`src/rtl/multicycle_control_pkg.sv`:
```
// ============================================================================
// Module   : multicycle_control_pkg
// Purpose  : Shared encodings for the multicycle control unit: RV32 opcode,
//            funct3 and funct7 values, ALU operation codes, FSM state encoding
//            and the instruction class used between decoder and FSM.
// Revision : 1.0 - initial release
// ============================================================================
`default_nettype none

package multicycle_control_pkg;

    // Major opcodes
    localparam logic [6:0] c_OP_RTYPE  = 7'b0110011;
    localparam logic [6:0] c_OP_IMM    = 7'b0010011;
    localparam logic [6:0] c_OP_LOAD   = 7'b0000011;
    localparam logic [6:0] c_OP_STORE  = 7'b0100011;
    localparam logic [6:0] c_OP_BRANCH = 7'b1100011;

    // funct3 values
    localparam logic [2:0] c_F3_ADD_SUB = 3'b000;
    localparam logic [2:0] c_F3_SLL     = 3'b001;
    localparam logic [2:0] c_F3_XOR     = 3'b100;
    localparam logic [2:0] c_F3_SRL     = 3'b101;
    localparam logic [2:0] c_F3_OR      = 3'b110;
    localparam logic [2:0] c_F3_AND     = 3'b111;
    localparam logic [2:0] c_F3_ADDI    = 3'b000;
    localparam logic [2:0] c_F3_WORD    = 3'b010;
    localparam logic [2:0] c_F3_BEQ     = 3'b000;
    localparam logic [2:0] c_F3_BNE     = 3'b001;

    // funct7 values
    localparam logic [6:0] c_F7_BASE = 7'b0000000;
    localparam logic [6:0] c_F7_ALT  = 7'b0100000;

    // ALU operation codes
    localparam int         c_ALU_CODE_W = 3;
    localparam logic [2:0] c_ALU_ADD = 3'd0;
    localparam logic [2:0] c_ALU_SUB = 3'd1;
    localparam logic [2:0] c_ALU_AND = 3'd2;
    localparam logic [2:0] c_ALU_OR  = 3'd3;
    localparam logic [2:0] c_ALU_XOR = 3'd4;
    localparam logic [2:0] c_ALU_SLL = 3'd5;
    localparam logic [2:0] c_ALU_SRL = 3'd6;

    // FSM state encoding (visible on the state output)
    typedef enum logic [2:0] {
        ST_FETCH  = 3'd0,
        ST_DECODE = 3'd1,
        ST_EXEC   = 3'd2,
        ST_MEM    = 3'd3,
        ST_WB     = 3'd4,
        ST_HALT   = 3'd5
    } state_t;

    // Instruction classes that steer the FSM after DECODE
    typedef enum logic [2:0] {
        CLS_ALU   = 3'd0,
        CLS_LOAD  = 3'd1,
        CLS_STORE = 3'd2,
        CLS_BEQ   = 3'd3,
        CLS_BNE   = 3'd4
    } iclass_t;

    // Destination register field
    function automatic logic [4:0] rd_of(input logic [31:0] i_word);
        return i_word[11:7];
    endfunction

endpackage

`default_nettype wire

```
`src/rtl/multicycle_control_decode.sv`:
```
// ============================================================================
// Module   : control_decode
// Purpose  : Combinational classifier for the instruction register. Produces
//            the instruction class, ALU op, ALU operand-B select, a flag for
//            a non-x0 destination, and a legality flag.
//            Optional build macro: MULTICYCLE_CONTROL_SHIFT_EN enables sll/srl;
//            without it those encodings are reported illegal.
// Revision : 1.0 - initial release
// ============================================================================
`default_nettype none

module control_decode
    import multicycle_control_pkg::*;
(
    input  logic [31:0] i_instr,
    output iclass_t     o_class,
    output logic [2:0]  o_alu_op,
    output logic        o_alu_src,
    output logic        o_rd_nz,
    output logic        o_legal
);

    logic [6:0] w_op;
    logic [2:0] w_f3;
    logic [6:0] w_f7;
    logic       w_unused;

    assign w_op     = i_instr[6:0];
    assign w_f3     = i_instr[14:12];
    assign w_f7     = i_instr[31:25];
    assign o_rd_nz  = (rd_of(i_instr) != 5'd0);
    // Register-source and immediate fields are a datapath concern.
    assign w_unused = ^i_instr[24:15];

    // Classify opcode/funct3/funct7 into class, ALU op and legality
    always_comb begin
        o_class   = CLS_ALU;
        o_alu_op  = c_ALU_ADD;
        o_alu_src = 1'b0;
        o_legal   = 1'b0;
        case (w_op)
            c_OP_RTYPE: begin
                if (w_f7 == c_F7_BASE) begin
                    case (w_f3)
                        c_F3_ADD_SUB: begin o_legal = 1'b1; o_alu_op = c_ALU_ADD; end
                        c_F3_AND:     begin o_legal = 1'b1; o_alu_op = c_ALU_AND; end
                        c_F3_OR:      begin o_legal = 1'b1; o_alu_op = c_ALU_OR;  end
                        c_F3_XOR:     begin o_legal = 1'b1; o_alu_op = c_ALU_XOR; end
                        c_F3_SLL: begin
`ifdef MULTICYCLE_CONTROL_SHIFT_EN
                            o_legal  = 1'b1;
                            o_alu_op = c_ALU_SLL;
`else
                            o_legal  = 1'b0;
`endif
                        end
                        c_F3_SRL: begin
`ifdef MULTICYCLE_CONTROL_SHIFT_EN
                            o_legal  = 1'b1;
                            o_alu_op = c_ALU_SRL;
`else
                            o_legal  = 1'b0;
`endif
                        end
                        default: o_legal = 1'b0;
                    endcase
                end else if ((w_f7 == c_F7_ALT) && (w_f3 == c_F3_ADD_SUB)) begin
                    o_legal  = 1'b1;
                    o_alu_op = c_ALU_SUB;
                end
            end
            c_OP_IMM: begin
                // Only addi; the upper bits are immediate, not funct7.
                if (w_f3 == c_F3_ADDI) begin
                    o_legal   = 1'b1;
                    o_alu_src = 1'b1;
                end
            end
            c_OP_LOAD: begin
                if (w_f3 == c_F3_WORD) begin
                    o_legal   = 1'b1;
                    o_class   = CLS_LOAD;
                    o_alu_src = 1'b1;
                end
            end
            c_OP_STORE: begin
                if (w_f3 == c_F3_WORD) begin
                    o_legal   = 1'b1;
                    o_class   = CLS_STORE;
                    o_alu_src = 1'b1;
                end
            end
            c_OP_BRANCH: begin
                if (w_f3 == c_F3_BEQ) begin
                    o_legal  = 1'b1;
                    o_class  = CLS_BEQ;
                    o_alu_op = c_ALU_SUB;
                end else if (w_f3 == c_F3_BNE) begin
                    o_legal  = 1'b1;
                    o_class  = CLS_BNE;
                    o_alu_op = c_ALU_SUB;
                end
            end
            default: o_legal = 1'b0;
        endcase
    end

endmodule

`default_nettype wire

```
`src/rtl/multicycle_control.sv`:
```
// ============================================================================
// Module   : multicycle_control
// Purpose  : Multicycle RV32 subset control FSM (FETCH/DECODE/EXEC/MEM/WB/
//            HALT) with bounded memory waits and sticky illegal/timeout flags.
//            Optional build macro: MULTICYCLE_CONTROL_SHIFT_EN (sll/srl).
// Revision : 1.0 - initial release
// ============================================================================
`default_nettype none

module multicycle_control
    import multicycle_control_pkg::*;
#(
    parameter int MEM_TIMEOUT = 15,
    parameter int ALU_W       = 3
) (
    input  logic             clk,
    input  logic             rst,
    input  logic [31:0]      instr,
    input  logic             mem_ready,
    input  logic             zero,
    output logic             MemReq,
    output logic             MemWrite,
    output logic             IRWrite,
    output logic             PCWrite,
    output logic             PCSrc,
    output logic             RegWrite,
    output logic             MemToReg,
    output logic             ALUSrc,
    output logic [ALU_W-1:0] ALUCtrl,
    output logic [2:0]       state,
    output logic             illegal,
    output logic             timeout
);

    // Last wait-counter value before the bound is reached
    localparam logic [7:0] c_WAIT_LAST = 8'(MEM_TIMEOUT - 1);

    state_t     r_state;
    logic [7:0] r_wait;
    iclass_t    r_cls;
    logic [2:0] r_alu;
    logic       r_alu_src;
    logic       r_rd_nz;
    logic       r_illegal;
    logic       r_timeout;

    iclass_t    w_cls;
    logic [2:0] w_alu_op;
    logic       w_alu_src;
    logic       w_rd_nz;
    logic       w_legal;
    logic       w_taken;

    control_decode u_decode (
        .i_instr   (instr),
        .o_class   (w_cls),
        .o_alu_op  (w_alu_op),
        .o_alu_src (w_alu_src),
        .o_rd_nz   (w_rd_nz),
        .o_legal   (w_legal)
    );

    // FSM: state, bounded wait counter, latched decode and sticky fault flags
    always_ff @(posedge clk) begin
        if (rst) begin
            r_state   <= ST_FETCH;
            r_wait    <= 8'd0;
            r_cls     <= CLS_ALU;
            r_alu     <= c_ALU_ADD;
            r_alu_src <= 1'b0;
            r_rd_nz   <= 1'b0;
            r_illegal <= 1'b0;
            r_timeout <= 1'b0;
        end else begin
            case (r_state)
                ST_FETCH: begin
                    // A ready on the final counted cycle still completes.
                    if (mem_ready) begin
                        r_state <= ST_DECODE;
                        r_wait  <= 8'd0;
                    end else if (r_wait == c_WAIT_LAST) begin
                        r_state   <= ST_HALT;
                        r_timeout <= 1'b1;
                    end else begin
                        r_wait <= r_wait + 8'd1;
                    end
                end
                ST_DECODE: begin
                    // Latch the classification so EXEC..WB do not depend
                    // on the instruction register staying stable.
                    r_cls     <= w_cls;
                    r_alu     <= w_alu_op;
                    r_alu_src <= w_alu_src;
                    r_rd_nz   <= w_rd_nz;
                    if (w_legal) begin
                        r_state <= ST_EXEC;
                    end else begin
                        r_state   <= ST_HALT;
                        r_illegal <= 1'b1;
                    end
                end
                ST_EXEC: begin
                    r_wait <= 8'd0;
                    case (r_cls)
                        CLS_LOAD, CLS_STORE: r_state <= ST_MEM;
                        CLS_BEQ, CLS_BNE:    r_state <= ST_FETCH;
                        default:             r_state <= ST_WB;
                    endcase
                end
                ST_MEM: begin
                    if (mem_ready) begin
                        r_state <= (r_cls == CLS_STORE) ? ST_FETCH : ST_WB;
                        r_wait  <= 8'd0;
                    end else if (r_wait == c_WAIT_LAST) begin
                        r_state   <= ST_HALT;
                        r_timeout <= 1'b1;
                    end else begin
                        r_wait <= r_wait + 8'd1;
                    end
                end
                ST_WB: begin
                    r_state <= ST_FETCH;
                    r_wait  <= 8'd0;
                end
                ST_HALT: r_state <= ST_HALT;
                default: r_state <= ST_HALT;
            endcase
        end
    end

    // Branch decision follows the live zero flag within EXEC
    assign w_taken = ((r_cls == CLS_BEQ) && zero) || ((r_cls == CLS_BNE) && !zero);

    // Control strobes decoded from the current state; inactive ones stay 0
    always_comb begin
        MemReq   = 1'b0;
        MemWrite = 1'b0;
        IRWrite  = 1'b0;
        PCWrite  = 1'b0;
        PCSrc    = 1'b0;
        RegWrite = 1'b0;
        MemToReg = 1'b0;
        ALUSrc   = 1'b0;
        ALUCtrl  = '0;
        case (r_state)
            ST_FETCH: begin
                MemReq = 1'b1;
                if (mem_ready) begin
                    IRWrite = 1'b1;
                    PCWrite = 1'b1;
                end
            end
            ST_EXEC: begin
                ALUCtrl = ALU_W'(r_alu);
                ALUSrc  = r_alu_src;
                if ((r_cls == CLS_BEQ) || (r_cls == CLS_BNE)) begin
                    PCWrite = w_taken;
                    PCSrc   = w_taken;
                end
            end
            ST_MEM: begin
                MemReq   = 1'b1;
                MemWrite = (r_cls == CLS_STORE);
            end
            ST_WB: begin
                RegWrite = r_rd_nz;
                MemToReg = (r_cls == CLS_LOAD);
            end
            default: ;
        endcase
    end

    assign state   = r_state;
    assign illegal = r_illegal;
    assign timeout = r_timeout;

endmodule

`default_nettype wire
```
`config.mk`:
```
export PLATFORM = sky130hd
export DESIGN_NAME = multicycle_control
export DESIGN_NICKNAME = d
export VERILOG_FILES = /design/src/rtl/multicycle_control_pkg.sv /design/src/rtl/multicycle_control_decode.sv /design/src/rtl/multicycle_control.sv
export SDC_FILE = /design/constraint.sdc
export NUM_CORES = 1
export LEC_CHECK = 0
export ABC_CLOCK_PERIOD_IN_PS = 3800
export BUFFER_PORTS_ARGS = -buffer_cell sky130_fd_sc_hd__buf_2
export CAP_MARGIN = 20
export CORE_AREA = 2 2 66 61
export DETAILED_ROUTE_END_ITERATION = 6
export DIE_AREA = 0 0 68 63
export MAX_ROUTING_LAYER = met4
export PLACE_DENSITY = 0.75
export SKIP_CTS_REPAIR_TIMING = 1
export SLEW_MARGIN = 20
export SYNTH_ARGS = -nofsm -noshare
export SYNTH_HDL_FRONTEND = slang
export SYNTH_SLANG_ARGS = --single-unit
```
`constraint.sdc`:
```
create_clock -name clk -period 3.8 [get_ports clk]
set_clock_uncertainty 0.1 [all_clocks]
set_input_delay 0 -clock clk [delete_from_list [all_inputs] [get_ports clk]]
set_output_delay 0 -clock clk [all_outputs]
set_load 0.02 [all_outputs]
```
==> impl_metrics.toml <==
[flow_run]
cap_violations = 0

[global_routing]
grt_use_total = 0.169
grt_pass1_wl_um = 5620
grt_pass1_vias = 1205
grt-ovfl-total = 0
antenna_found_initial = 0
grt_max_degree = 20

[synth]
syn_nets = 211
synth_edf_count = 0
yosys-top-cells-area = "dfxtp_1, a21oi_1, nor2_1, nand2_1, or3_1"
yosysWarnings = 0
synth_area_mm2 = 0.00139
synthArstFlopShare = 0
synth.top_cell.area_share = 0.302
avgSynthCellArea_um2 = 8.04
seq_area_frac_synth = 0.302
ys_ff_latch = 21
ys.flop_type = "dfxtp_1"
yosysTopAreaCell = "dfxtp_1"
yosysUniqueCellTypes = 49
netlist_instances = 173

[place]
pre_cts_ws_ps = 1540
dpl-instance-area_mm2 = 0.00162
gp_congestion = 0.830
portBuffers = 41
hpwl_um = 2370
placed_cells = 252

[layout]
fill_cells = 361
fin_cells = 259
final_area_mm2 = 0.00169
nets = 252
area.growth.synth_to_final_pct = 21.6
n_antenna_cell = 0
drive_gt1_frac = 0.254

[floorplanning]
initial_utilization = 0.383
rows = 21
die_area_mm2 = 0.00428
core_region_area_mm2 = 0.00363
die_x_um = 68
dieHeight_um = 63
design.portCount = 52

[run_status]
outcome = "complete, but fails checks"
violations = "hold timing"

[setup_path]
cp-end-kind = "register"
critPathMaxFanout = 19
crit_arrival_ps = 2400
critPathKind = "register to register"
cp_data_required_time_ps = 3910
start_kind = "register"

[pwr]
p_per_area_mw_per_mm2 = 290
finalPower_uw = 490
leakagePower_uw = 0.000640
peakVddDrop_uv = 195

[clocking]
h-tree-depth = 1
root_buffer = "clkbuf_8"
cts.sinks = 21
cts_tree = "done"
cts-buffers-inserted = 3
path_clk_slew_ps = 70
clk_latency_ps = 260
clockBufferDepth = 2

[routing]
drt-total-wl_um = 3210
ant_nets = 0
vias_per_cell = 5.43
wl_per_cell_um = 12.4
drtIter0Drc = 113
drc_errors = 0
first_pass_iters = 4
dr_total_vias = 1406

[sta]
worstMarginPinSlew_ps = 675
rsz0062_at_grt = "no"
hold_viol = 3
holdWs_ps = -19.9
slew_violations = 0
relSlewSlack = 0.547
fin_ws_ps = 1510
min_period_ps = 2290
setup_viol = 0
final.setup.tns_ps = 0
period_share = 0.604
max_freq_mhz = 436

[hold_path]
min_path_type = "primary input to register"
==> metrics by stage <==
stage                util  hold WS, ps
floorplan               -         1.35
global placement    0.445          212
detailed placement  0.445          213
CTS                 0.458        -69.8
global route        0.466         14.6
finish              0.466        -19.9
==> cells by family (layout without fill, tap and decap cells) <==
logic type / Yosys count / after routing / share of synthesized area
AO/OA/AOI/OAI: 39 / 39 / 0.185
XOR/XNOR: 6 / 6 / 0.0378
adder cells (fa/ha/maj): 2 / 2 / 0.0180
buffers and inverters: 15 / 55 / 0.0486
flip-flops: 21 / 21 / 0.302
multiplexers: 1 / 1 / 0.00810
AND/OR/NAND/NOR: 89 / 89 / 0.401
==> synth_stat cells (5+ instances only) <==
cell type,count
dfxtp_1,21
clkbuf_1,7
nand2_1,11
o21ai_0,6
nor2_1,15
inv_1,6
or4_1,5
a21oi_1,13
or3_1,6
nor3_1,6
==> per-layer routing <==
metal / GRT usage / wire length [µm] / vias to the layer above
li1: - / - / 728
met1: 0.249 / 1640 / 642
met2: 0.233 / 1400 / 31
met5: - / 0 / -
met4: 0.0450 / 40 / 0
met3: 0.0342 / 127 / 5
==> power breakdown <==
| group | internal, µW | leakage, µW | total (µW) | switching [µW] |
|---|---|---|---|---|
| clock | 74.7 | 0.0000228 | 145 | 69.9 |
| combinational | 43.2 | 0.000447 | 101 | 57.6 |
| sequential | 229 | 0.000170 | 244 | 15.6 |
| total | 347 | 0.000640 | 490 | 143 |
==> critical path, cell delays in order (launching register included) <==
cell and delay [ps]:
dfxtp_1 690, or3b_1 560, or4_4 540, nor4_4 150, a32o_1 200
==> cells in the final DEF (no fill, tap or decap), types with 2 or more instances in the layout <==
cell	count
buf_2	41
dfxtp_1	21
nor2_1	15
a21oi_1	13
nand2_1	11
inv_1	6
nor3_1	6
or3_1	6
o21ai_0	6
or4_1	5
nand2b_1	4
nor4_1	4
and2_1	4
nor4b_1	4
nor3b_1	4
nor2b_1	4
a211oi_1	4
o31ai_1	4
nand3_1	4
xor2_1	3
or3b_2	3
nand3b_1	3
xnor2_1	3
clkbuf_8	3
dlygate4sd3_1	3
and4b_1	2
a31oi_1	2
ha_1	2
==> path summary, 6_finish.rpt <==
check                 start  endpoint  slack (ps)  cells past startpoint
setup / recovery   state[0]  r_cls[1]        1510                      4
hold / removal    instr[30]  r_alu[2]         -20                      4
setup reg to reg   state[0]  r_cls[1]        1510                      4
hold reg to reg     illegal   illegal         350                      2
==> flip-flops by register name, indices dropped and copies added, names as in the netlist <==
register and flops:
timeout 1, r_rd_nz 1, r_wait 8, illegal 1, state 3, r_alu 3
r_alu_src 1, r_cls 3
==> final cells by class <==
cell class                      count  area [µm²]  area share
Multi-Input combinational cell    137         902       0.534
Sequential cell                    21         420       0.249
Timing Repair Buffer               45         243       0.144
Tap cell                           46        57.6      0.0340
Clock buffer                        4        45.0      0.0266
Inverter                            6        22.5      0.0133
(Power assumes the default switching activity.)
